==> config.mk <==
export PLATFORM = sky130hd
export DESIGN_NAME = cfu_resp_tracker
export DESIGN_NICKNAME = d
export VERILOG_FILES = /design/src/rtl/cfu_resp_tracker_pkg.sv /design/src/rtl/cfu_sync_fifo.sv /design/src/rtl/cfu_resp_tracker.sv
export SDC_FILE = /design/constraint.sdc
export NUM_CORES = 1
export LEC_CHECK = 0
export ABC_AREA = 1
export BUFFER_PORTS_ARGS = -buffer_cell sky130_fd_sc_hd__clkbuf_2
export CAP_MARGIN = 20
export CORE_UTILIZATION = 57
export DETAILED_ROUTE_END_ITERATION = 16
export PLACE_DENSITY = 0.8
export SLEW_MARGIN = 20
export SYNTH_ARGS = -nofsm -noshare
export SYNTH_HDL_FRONTEND = slang
export SYNTH_SLANG_ARGS = --single-unit
==> constraint.sdc <==
create_clock -name clk -period 4 [get_ports clk]
set_clock_uncertainty 0.1 [all_clocks]
set_input_delay 0.2 -clock clk [delete_from_list [all_inputs] [get_ports clk]]
set_output_delay 0.2 -clock clk [all_outputs]
set_load 0.05 [all_outputs]
==> src/rtl/cfu_resp_tracker_pkg.sv <==
// cfu_types: shared CFU tracker types and defaults
package cfu_types;
  typedef enum logic [1:0] {NONE, SPURIOUS, OVERFLOW} cfu_resp_tracker_err_t;
  localparam int CFU_ID_WIDTH = 4;
endpackage

==> src/rtl/cfu_sync_fifo.sv <==
// cfu_sync_fifo: synchronous FIFO with wrap-bit pointers, modulo-DEPTH indexing
module cfu_sync_fifo #(
  parameter int DATA_WIDTH = 32,
  parameter int DEPTH = 4
) (
  input  logic clk,
  input  logic rst,
  input  logic push,
  input  logic [DATA_WIDTH-1:0] din,
  input  logic pop,
  output logic [DATA_WIDTH-1:0] dout,
  output logic full,
  output logic empty,
  output logic [$clog2(DEPTH+1)-1:0] count
);
  localparam int AW = DEPTH > 1 ? $clog2(DEPTH) : 1;
  localparam int CW = $clog2(DEPTH+1);
  logic [DATA_WIDTH-1:0] mem [DEPTH];
  logic [AW-1:0] wi, ri;
  logic ww, rw, do_push, do_pop;
  assign empty = (wi == ri) && (ww == rw);
  assign full = (wi == ri) && (ww != rw);
  assign do_pop = pop & ~empty;
  // a same-cycle pop frees the slot the push needs when full
  assign do_push = push & (~full | do_pop);
  assign dout = mem[ri];
  assign count = full ? CW'(DEPTH) : CW'((ww == rw) ? int'(wi) - int'(ri) : DEPTH + int'(wi) - int'(ri));
  always_ff @(posedge clk)
    if (do_push) mem[wi] <= din;
  always_ff @(posedge clk) begin
    if (rst) begin
      wi <= '0;
      ri <= '0;
      ww <= 1'b0;
      rw <= 1'b0;
    end else begin
      if (do_push) begin
        wi <= (wi == AW'(DEPTH-1)) ? '0 : wi + 1'b1;
        ww <= (wi == AW'(DEPTH-1)) ? ~ww : ww;
      end
      if (do_pop) begin
        ri <= (ri == AW'(DEPTH-1)) ? '0 : ri + 1'b1;
        rw <= (ri == AW'(DEPTH-1)) ? ~rw : rw;
      end
    end
  end
endmodule

==> src/rtl/cfu_resp_tracker.sv <==
// cfu_resp_tracker: credit-gated CFU request tracking with in-order buffered responses
module cfu_resp_tracker
  import cfu_types::*;
#(
  parameter int DATA_WIDTH = 32,
  parameter int ID_WIDTH = CFU_ID_WIDTH,
  parameter int MAX_OUTSTANDING = 4,
  parameter int CNT_W = $clog2(MAX_OUTSTANDING+1)
) (
  input  logic clk,
  input  logic rst,
  input  logic req_valid,
  output logic req_ready,
  input  logic [ID_WIDTH-1:0] req_id,
  output logic acc_req_valid,
  input  logic acc_req_ready,
  input  logic acc_resp_valid,
  input  logic [DATA_WIDTH-1:0] acc_resp_data,
  output logic resp_valid,
  input  logic resp_ready,
  output logic [DATA_WIDTH-1:0] resp_data,
  output logic [ID_WIDTH-1:0] resp_id,
  output logic [CNT_W-1:0] outstanding,
  output logic err
);
  cfu_resp_tracker_err_t err_kind;
  logic can_issue, accept, pop, rsp_push, id_full, id_empty, rsp_full, rsp_empty, unused_id_empty;
  logic [CNT_W-1:0] rsp_count;
  // the ID FIFO occupancy is the outstanding-credit count
  assign can_issue = ~id_full;
  assign req_ready = acc_req_ready & can_issue & ~rst;
  assign acc_req_valid = req_valid & can_issue & ~rst;
  assign accept = req_valid & req_ready;
  assign resp_valid = ~rsp_empty;
  assign pop = resp_valid & resp_ready;
  assign unused_id_empty = id_empty;
  always_comb
    err_kind = ~acc_resp_valid ? NONE :
               (rsp_full & ~pop) ? OVERFLOW :
               (rsp_count == outstanding) ? SPURIOUS : NONE;
  assign rsp_push = acc_resp_valid & (err_kind == NONE);
  always_ff @(posedge clk)
    err <= rst ? 1'b0 : (err | (err_kind != NONE));
  cfu_sync_fifo #(.DATA_WIDTH(ID_WIDTH), .DEPTH(MAX_OUTSTANDING)) u_id_fifo (
    .clk(clk), .rst(rst), .push(accept), .din(req_id), .pop(pop),
    .dout(resp_id), .full(id_full), .empty(id_empty), .count(outstanding)
  );
  cfu_sync_fifo #(.DATA_WIDTH(DATA_WIDTH), .DEPTH(MAX_OUTSTANDING)) u_rsp_fifo (
    .clk(clk), .rst(rst), .push(rsp_push), .din(acc_resp_data), .pop(pop),
    .dout(resp_data), .full(rsp_full), .empty(rsp_empty), .count(rsp_count)
  );
endmodule

# --- Word-level counts from Yosys, hierarchy flattened ---
# Memory sizes are Yosys's and may differ from the RTL's. A register that Yosys moved wholly into a read port is not among the register bits.
# Index checks and enable logic that the tools add are counted.
word_totals:
  mem_bits_rw: 144
  latch_bits: 0
  reg_bits: 13
  n_memories: 2
  output_inout_bits: 43
  word_cells: 86
  romBits: 0
mem_list:
  columns: ["name", "words", "width", "read_ports", "rd_clocked_by_memory_dff", "write_ports", "line", "source"]
  rows:
  - ["u_rsp_fifo.mem", 4, 32, 1, 1, 1, "cfu_sync_fifo.sv:18", "logic [DATA_WIDTH-1:0] mem [DEPTH];"]
  - ["u_id_fifo.mem", 4, 4, 1, 1, 1, "cfu_sync_fifo.sv:18", null]
classes:
  n_lt_le_gt_ge: 0
  n_div: 0
  n_eq_ne: 11
  add_sub_neg: 10
  n_reduce_logical: 10
  n_shift: 0
  n_mux: 19
  n_bitwise: 25
  mul: 0
op_table:
  columns: ["op", "count"]
  rows:
  - ["2-bit two-way mux", 10]
  - ["1-bit AND", 12]
  - ["3-bit two-way mux", 4]
  - ["1-bit inverter", 10]
  - ["2-bit by 1-bit adder with 2-bit output (second input constant)", 4]
  - ["2-bit == test (second input constant)", 4]
  - ["2-bit AND reduction", 4]
  - ["3-bit by 2-bit adder with 3-bit output (first input constant)", 2]
  - ["2-bit by 2-bit subtractor with 3-bit output", 2]
  - ["3-bit subtractor", 2]
  - ["1-bit two-way mux", 5]
  - ["2-bit == test", 2]
  - ["1-bit logical AND", 4]
  - ["3-bit == test", 1]
  - ["1-bit bitwise OR", 3]
  - ["1-bit == test", 2]
  - ["2-bit zero test", 1]
  - ["1-bit != test", 2]
  - ["2-bit nonzero test", 1]

# --- Logic depth before layout (Yosys ltp) ---
depth:
  depth_word: 13
  mapped_depth: 18

# --- Hierarchy ---
# Synthesis repeated with hierarchy kept, for this count alone.
unflattened:
  hier_cells: 532
  area_unflattened_um2: 6580.1
by_module_without_submodules:
  columns: ["module", "seq_area_each_um2", "n_inst", "area_per_inst_um2", "cells_each"]
  rows:
  - ["cfu_sync_fifo at u_rsp_fifo", 4003.8, 1, 5321.4, 387]
  - ["cfu_sync_fifo at u_id_fifo", 640.6, 1, 1119.8, 117]
  - ["cfu_resp_tracker", 20.0, 1, 138.9, 28]

# --- Worst setup path before layout ---
# Ideal clock, no wire load.
synth_path:
  path_type: "reg-to-reg"
  startpoint: "register u_id_fifo.wi[0]"
  endpoint: "memory u_rsp_fifo.mem[0][0], enable pin"
  setup_time_ns: 0.421
  setup_slack_ns: 0.285
  stages_incl_launch_ff: 16
  arrival_ns: 3.194
  required_ns: 3.479
  path_cell_list: "dfxtp_1 > inv_1 > ha_1 > inv_1 > fa_1 > inv_1 > nand2_1 > nand2_2 > nand2_2 > nand2_1 > nand2_1 > nand3_2 > nand2_1 > nand2_2 > nand2_4 > nor2_1"
synth_via:
  elab_chain_len: 13
  word_cells_on_any_way: 16
  classes_between: "add/sub: 3; eq/ne: 2; mux: 7; bitwise: 2; reduce/logical: 2"
synth_lines:
  columns: ["item", "line", "source"]
  rows:
  - ["from (decl)", "cfu_sync_fifo.sv:19", "logic [AW-1:0] wi, ri;"]
  - ["from (signal assigned)", "cfu_sync_fifo.sv:38", "wi <= (wi == AW'(DEPTH-1)) ? '0 : wi + 1'b1;"]
  - ["3-bit by 2-bit adder with 3-bit output", "cfu_sync_fifo.sv:27", "assign count = full ? CW'(DEPTH) : CW'((ww == rw) ? int'(wi) - int'(ri) : DEPTH + int'(wi) - int'(ri));"]
  - ["3-bit subtractor", "cfu_sync_fifo.sv:27", null]
  - ["3-bit two-way mux", "cfu_sync_fifo.sv:27", null]
  - ["3-bit two-way mux *", "cfu_sync_fifo.sv:27", null]
  - ["via outstanding[2]", "cfu_resp_tracker.sv:23", "output logic [CNT_W-1:0] outstanding,"]
  - ["3-bit == test *", "cfu_resp_tracker.sv:40", "(rsp_count == outstanding) ? SPURIOUS : NONE;"]
  - ["1-bit two-way mux *", "cfu_resp_tracker.sv:40", null]
  - ["2-bit two-way mux *", "cfu_resp_tracker.sv:39", "(rsp_full & ~pop) ? OVERFLOW :"]
  - ["2-bit two-way mux *", "cfu_resp_tracker.sv:38", "err_kind = ~acc_resp_valid ? NONE :"]
  - ["2-bit zero test *", "cfu_resp_tracker.sv:41", "assign rsp_push = acc_resp_valid & (err_kind == NONE);"]
  - ["1-bit AND *", "cfu_resp_tracker.sv:41", null]
  - ["1-bit AND *", "cfu_sync_fifo.sv:25", "assign do_push = push & (~full | do_pop);"]
  - ["1-bit two-way mux *", "cfu_sync_fifo.sv:29", "if (do_push) mem[wi] <= din;"]
  - ["1-bit two-way mux (not written as such) *", "cfu_sync_fifo.sv:29", null]
  - ["to (decl)", "cfu_sync_fifo.sv:18", null]
# Mark *: on every way through the listed nets, which the timed path passes. The rest lies on a longest branch.

# --- Worst setup path after layout ---
layout_path:
  startpoint: "register u_rsp_fifo.wi[0]"
  endpoint: "memory u_rsp_fifo.mem[2][14], enable pin"
layout_via:
  elab_chain_len: 13
  word_cells_on_any_way: 24
  classes_between: "add/sub: 3; eq/ne: 2; mux: 7; bitwise: 9; reduce/logical: 3"
layout_lines:
  columns: ["item", "line"]
  rows:
  - ["from (decl)", "cfu_sync_fifo.sv:19"]
  - ["from (signal assigned)", "cfu_sync_fifo.sv:38"]
  - ["3-bit by 2-bit adder with 3-bit output or 2-bit == test (tied branches)", "cfu_sync_fifo.sv:27, cfu_sync_fifo.sv:21, cfu_sync_fifo.sv:22"]
  - ["3-bit subtractor or 1-bit logical AND (tied branches)", "cfu_sync_fifo.sv:27, cfu_sync_fifo.sv:21"]
  - ["3-bit two-way mux or 1-bit inverter (tied branches)", "cfu_sync_fifo.sv:27, cfu_sync_fifo.sv:23, cfu_resp_tracker.sv:34"]
  - ["3-bit two-way mux or 1-bit AND (tied branches)", "cfu_sync_fifo.sv:27, cfu_resp_tracker.sv:35"]
  - ["3-bit == test or 1-bit inverter (tied branches)", "cfu_resp_tracker.sv:40, cfu_resp_tracker.sv:39"]
  - ["1-bit two-way mux or 1-bit AND (tied branches)", "cfu_resp_tracker.sv:40, cfu_resp_tracker.sv:39"]
  - ["2-bit two-way mux", "cfu_resp_tracker.sv:39"]
  - ["2-bit two-way mux", "cfu_resp_tracker.sv:38"]
  - ["2-bit zero test", "cfu_resp_tracker.sv:41"]
  - ["1-bit AND", "cfu_resp_tracker.sv:41"]
  - ["1-bit AND", "cfu_sync_fifo.sv:25"]
  - ["1-bit two-way mux", "cfu_sync_fifo.sv:29"]
  - ["1-bit two-way mux (not written as such)", "cfu_sync_fifo.sv:29"]
# Several ways; a longest one is shown, not always the timed one.

==> impl_metrics.prom <==
# TYPE chip_impl_metric gauge
chip_impl_info{name="outcome",value="complete, no violations"} 1
chip_impl_metric{name="timing.final.setup_violations",unit=""} 0
chip_impl_metric{name="drc",unit=""} 0
chip_impl_metric{name="numCtsBuffers",unit=""} 17
chip_impl_metric{name="gp_routability_congestion",unit=""} 0.831
chip_impl_metric{name="min_cycle_time_layout",unit="ns"} 3.14
chip_impl_metric{name="via_per_inst",unit=""} 5.52
chip_impl_metric{name="pin_count_of_the_biggest_net_entering_global_routing",unit=""} 65
chip_impl_metric{name="report.final.slew_viol_count",unit=""} 0
chip_impl_metric{name="worst_path_arrival_time",unit="ns"} 3.17
chip_impl_metric{name="worst-path-max-fanout",unit=""} 25
chip_impl_metric{name="ys_types",unit=""} 29
chip_impl_metric{name="htreeDepth",unit=""} 4
chip_impl_metric{name="nFillCells",unit=""} 698
chip_impl_metric{name="worst_slew_margin_rel",unit=""} 0.365
chip_impl_metric{name="drt_first_iter_violations",unit=""} 346
chip_impl_info{name="post_synth_main_area_contributors",value="sky130_fd_sc_hd__edfxtp_1 67%, sky130_fd_sc_hd__o21ai_0 6.1%, sky130_fd_sc_hd__dfxtp_1 5.3%"} 1
chip_impl_metric{name="finish.net_count",unit=""} 691
chip_impl_info{name="criticalPathCategory",value="reg -> reg"} 1
chip_impl_metric{name="r2r_cells",unit=""} 15
chip_impl_metric{name="fin_crit_sh",unit=""} 0.785
chip_impl_metric{name="area_growth",unit="%"} 24.9
chip_impl_metric{name="grt_pass1_vias",unit=""} 4448
chip_impl_metric{name="worst_hold_path.num_cells",unit=""} 3
chip_impl_info{name="hold_path_class",value="in -> reg"} 1
chip_impl_metric{name="dpl.hpwl",unit="um"} 7830
chip_impl_metric{name="synth-seq-cells",unit=""} 161
chip_impl_metric{name="postSynthNetCount",unit=""} 563
chip_impl_metric{name="max_slew.worst_pin.slew",unit="ns"} 0.951
chip_impl_metric{name="timing_hold_violations_final",unit=""} 0
chip_impl_metric{name="gr-usage-met1",unit=""} 0.275
chip_impl_metric{name="bufs_on_longest_clock_path",unit=""} 2
chip_impl_metric{name="floorplan.initialDensity",unit=""} 0.591
chip_impl_metric{name="first_pass_grt_wire_length",unit="um"} 20900
chip_impl_info{name="cts.root.buffer_cell",value="sky130_fd_sc_hd__clkbuf_16"} 1
chip_impl_info{name="globalRoute.busiestLayer",value="met2"} 1
chip_impl_metric{name="cp.required",unit="ns"} 4.03
chip_impl_metric{name="die_width",unit="um"} 108
chip_impl_info{name="end_kind",value="register"} 1
chip_impl_metric{name="synthesis.yosys.warnings",unit=""} 0
chip_impl_metric{name="die_area",unit="sq um"} 11800
chip_impl_info{name="synth_area_leader_cell",value="sky130_fd_sc_hd__edfxtp_1"} 1
chip_impl_metric{name="port_buffers",unit=""} 84
chip_impl_metric{name="tns_setup",unit="ns"} 0
chip_impl_metric{name="antenna_cells",unit=""} 0
chip_impl_metric{name="drt_pre_antenna_iters",unit=""} 5
chip_impl_info{name="rsz0062_at_grt",value="false"} 1
chip_impl_metric{name="globalRouteMet3Util",unit=""} 0.0573
chip_impl_metric{name="post_cts_hold_buffer_count",unit=""} 37
chip_impl_metric{name="standard_cell_core_area",unit="sq um"} 10900
chip_impl_info{name="timing.critical_path.from_type",value="register"} 1
chip_impl_metric{name="wirelength",unit="um"} 13400
chip_impl_metric{name="clock_latency",unit="ns"} 0.41
chip_impl_metric{name="synth-seq-area-share",unit=""} 0.722
chip_impl_metric{name="post-synth-top-area-fraction",unit=""} 0.670
chip_impl_metric{name="ctsResizeCount",unit=""} 0
chip_impl_metric{name="core.rowCount",unit=""} 38
chip_impl_metric{name="number_of_antenna_violations_at_the_first_check_in_global_routing",unit=""} 0
chip_impl_metric{name="cts_setup_buffers",unit=""} 0
chip_impl_metric{name="post_synth_inst_count",unit=""} 505
chip_impl_metric{name="gr-usage-all-layers",unit=""} 0.244
chip_impl_metric{name="syn-mean-instance-area",unit="sq um"} 12.8
chip_impl_metric{name="cts_sinks",unit=""} 161
chip_impl_metric{name="global_route.usage.met2",unit=""} 0.433
chip_impl_metric{name="via_count",unit=""} 4339
chip_impl_metric{name="top_level_pins",unit=""} 85
chip_impl_metric{name="cap_viol_max_count",unit=""} 0
chip_impl_metric{name="route.antenna.remaining_nets",unit=""} 0
chip_impl_metric{name="die_height",unit="um"} 108
chip_impl_metric{name="avgRoutedWirePerCell",unit="um"} 17.1
chip_impl_metric{name="synth.cell_area",unit="sq um"} 6460
chip_impl_metric{name="fmax",unit="GHz"} 0.318
chip_impl_info{name="clock_tree_from_tritoncts",value="built"} 1
chip_impl_metric{name="share_of_post_route_cells_with_drive_strength_above_1",unit=""} 0.229
chip_impl_metric{name="sum_of_overflow_across_all_layers_after_global_routing",unit=""} 0
chip_impl_metric{name="clk_pin_slew_worst_paths",unit="ns"} 0.06
[per-layer routing]
metal	wire [um]	vias up
li1	-	2071
met1	5190	2050
met2	7060	191
met3	911	27
met4	282	0
met5	0	-
[per-stage QoR]
stage / instance area, sq um / hold slack [ns] / instances / worst slack (ns) / utilization
after floorplan: 6460 / 0.169 / 505 / 0.285 / -
after global placement: 7070 / 0.317 / 717 / 0.994 / 0.647
after detailed placement: 7070 / 0.324 / 717 / 0.855 / 0.647
after CTS: 8070 / 0.0297 / 786 / 0.841 / 0.738
after global routing: 8070 / 0.0568 / 786 / 0.648 / 0.738
final: 8070 / 0.0412 / 786 / 0.859 / 0.738
[final timing paths]
path | from | to | slack, ns
worst max-delay path | u_rsp_fifo.wi[0]$_SDFFE_PP0P_ | u_rsp_fifo.mem[2][14]$_DFFE_PP_ | 0.86
worst min-delay path | req_valid | u_id_fifo.ww$_SDFFE_PP0P_ | 0.04
worst max register to register | u_rsp_fifo.wi[0]$_SDFFE_PP0P_ | u_rsp_fifo.mem[2][14]$_DFFE_PP_ | 0.86
worst min register to register | err$_SDFF_PP0_ | err$_SDFF_PP0_ | 0.40
[kinds of logic (layout without fill, tap and decap cells)]
logic type / count (synthesis) / after routing / synth area share
xor+xnor: 1 / 1 / 0.00136
compound gates: 132 / 132 / 0.115
flops: 161 / 161 / 0.722
fa+ha+maj: 16 / 16 / 0.0333
simple gates: 136 / 136 / 0.0932
buf+inv: 59 / 200 / 0.0345
[registers in the layout (all words and copies together) (netlist names), named ones only]
name and flops:
u_rsp_fifo.ww 1, u_id_fifo.rw 1, u_rsp_fifo.ri 2, u_rsp_fifo.mem 128, u_id_fifo.wi 2, u_id_fifo.ww 1, u_rsp_fifo.rw 1, err 1
u_id_fifo.ri 2, u_id_fifo.mem 16, u_rsp_fifo.wi 2
[synth_stat cells (all sizes together)]
master and instances:
edfxtp 144, nor2 83, o21ai 80, nand2 42, inv 37, o22ai 36, clkbuf 17, dfxtp 17
ha 14, a21oi 12, nand3 8, buf 3, clkinv 2, fa 2, nand4 2, o211a 2
nand3b 1, o2111ai 1, o21bai 1, xnor2 1
[cells in the final DEF (no fill, tap or decap), drive strengths merged, types with 12 or more instances in the layout]
cell type	count
clkbuf	103
dfxtp	17
o22ai	36
a21oi	12
edfxtp	144
inv	37
nor2	83
ha	14
nand2	42
o21ai	80
dlygate4sd3	37
[critical path, stage by stage (launching register included)]
cell,delay (ns)
sky130_fd_sc_hd__dfxtp_1,0.38
sky130_fd_sc_hd__inv_1,0.13
sky130_fd_sc_hd__ha_1,0.21
sky130_fd_sc_hd__fa_1,0.40
sky130_fd_sc_hd__nand2_1,0.12
sky130_fd_sc_hd__inv_1,0.05
sky130_fd_sc_hd__nand2_1,0.06
sky130_fd_sc_hd__nand2_1,0.04
sky130_fd_sc_hd__nand2_1,0.05
sky130_fd_sc_hd__nand2_1,0.05
sky130_fd_sc_hd__nand3_2,0.10
sky130_fd_sc_hd__nand2_1,0.07
sky130_fd_sc_hd__nand2_2,0.10
sky130_fd_sc_hd__nand2_4,0.11
sky130_fd_sc_hd__nor2_4,0.62
sky130_fd_sc_hd__buf_4,0.27
[final cells by class]
cell class	instances	area (sq um)	area share
Clock buffer	19	433	0.0537
Sequential cell	161	4670	0.578
Timing Repair Buffer	129	863	0.107
Tap cell	140	175	0.0217
Multi-Input combinational cell	285	1590	0.197
Clock inverter	13	191	0.0237
Inverter	39	146	0.0181
Power is not shown: default switching activity piles up to over one toggle a cycle in this logic, so the estimate is an artifact.
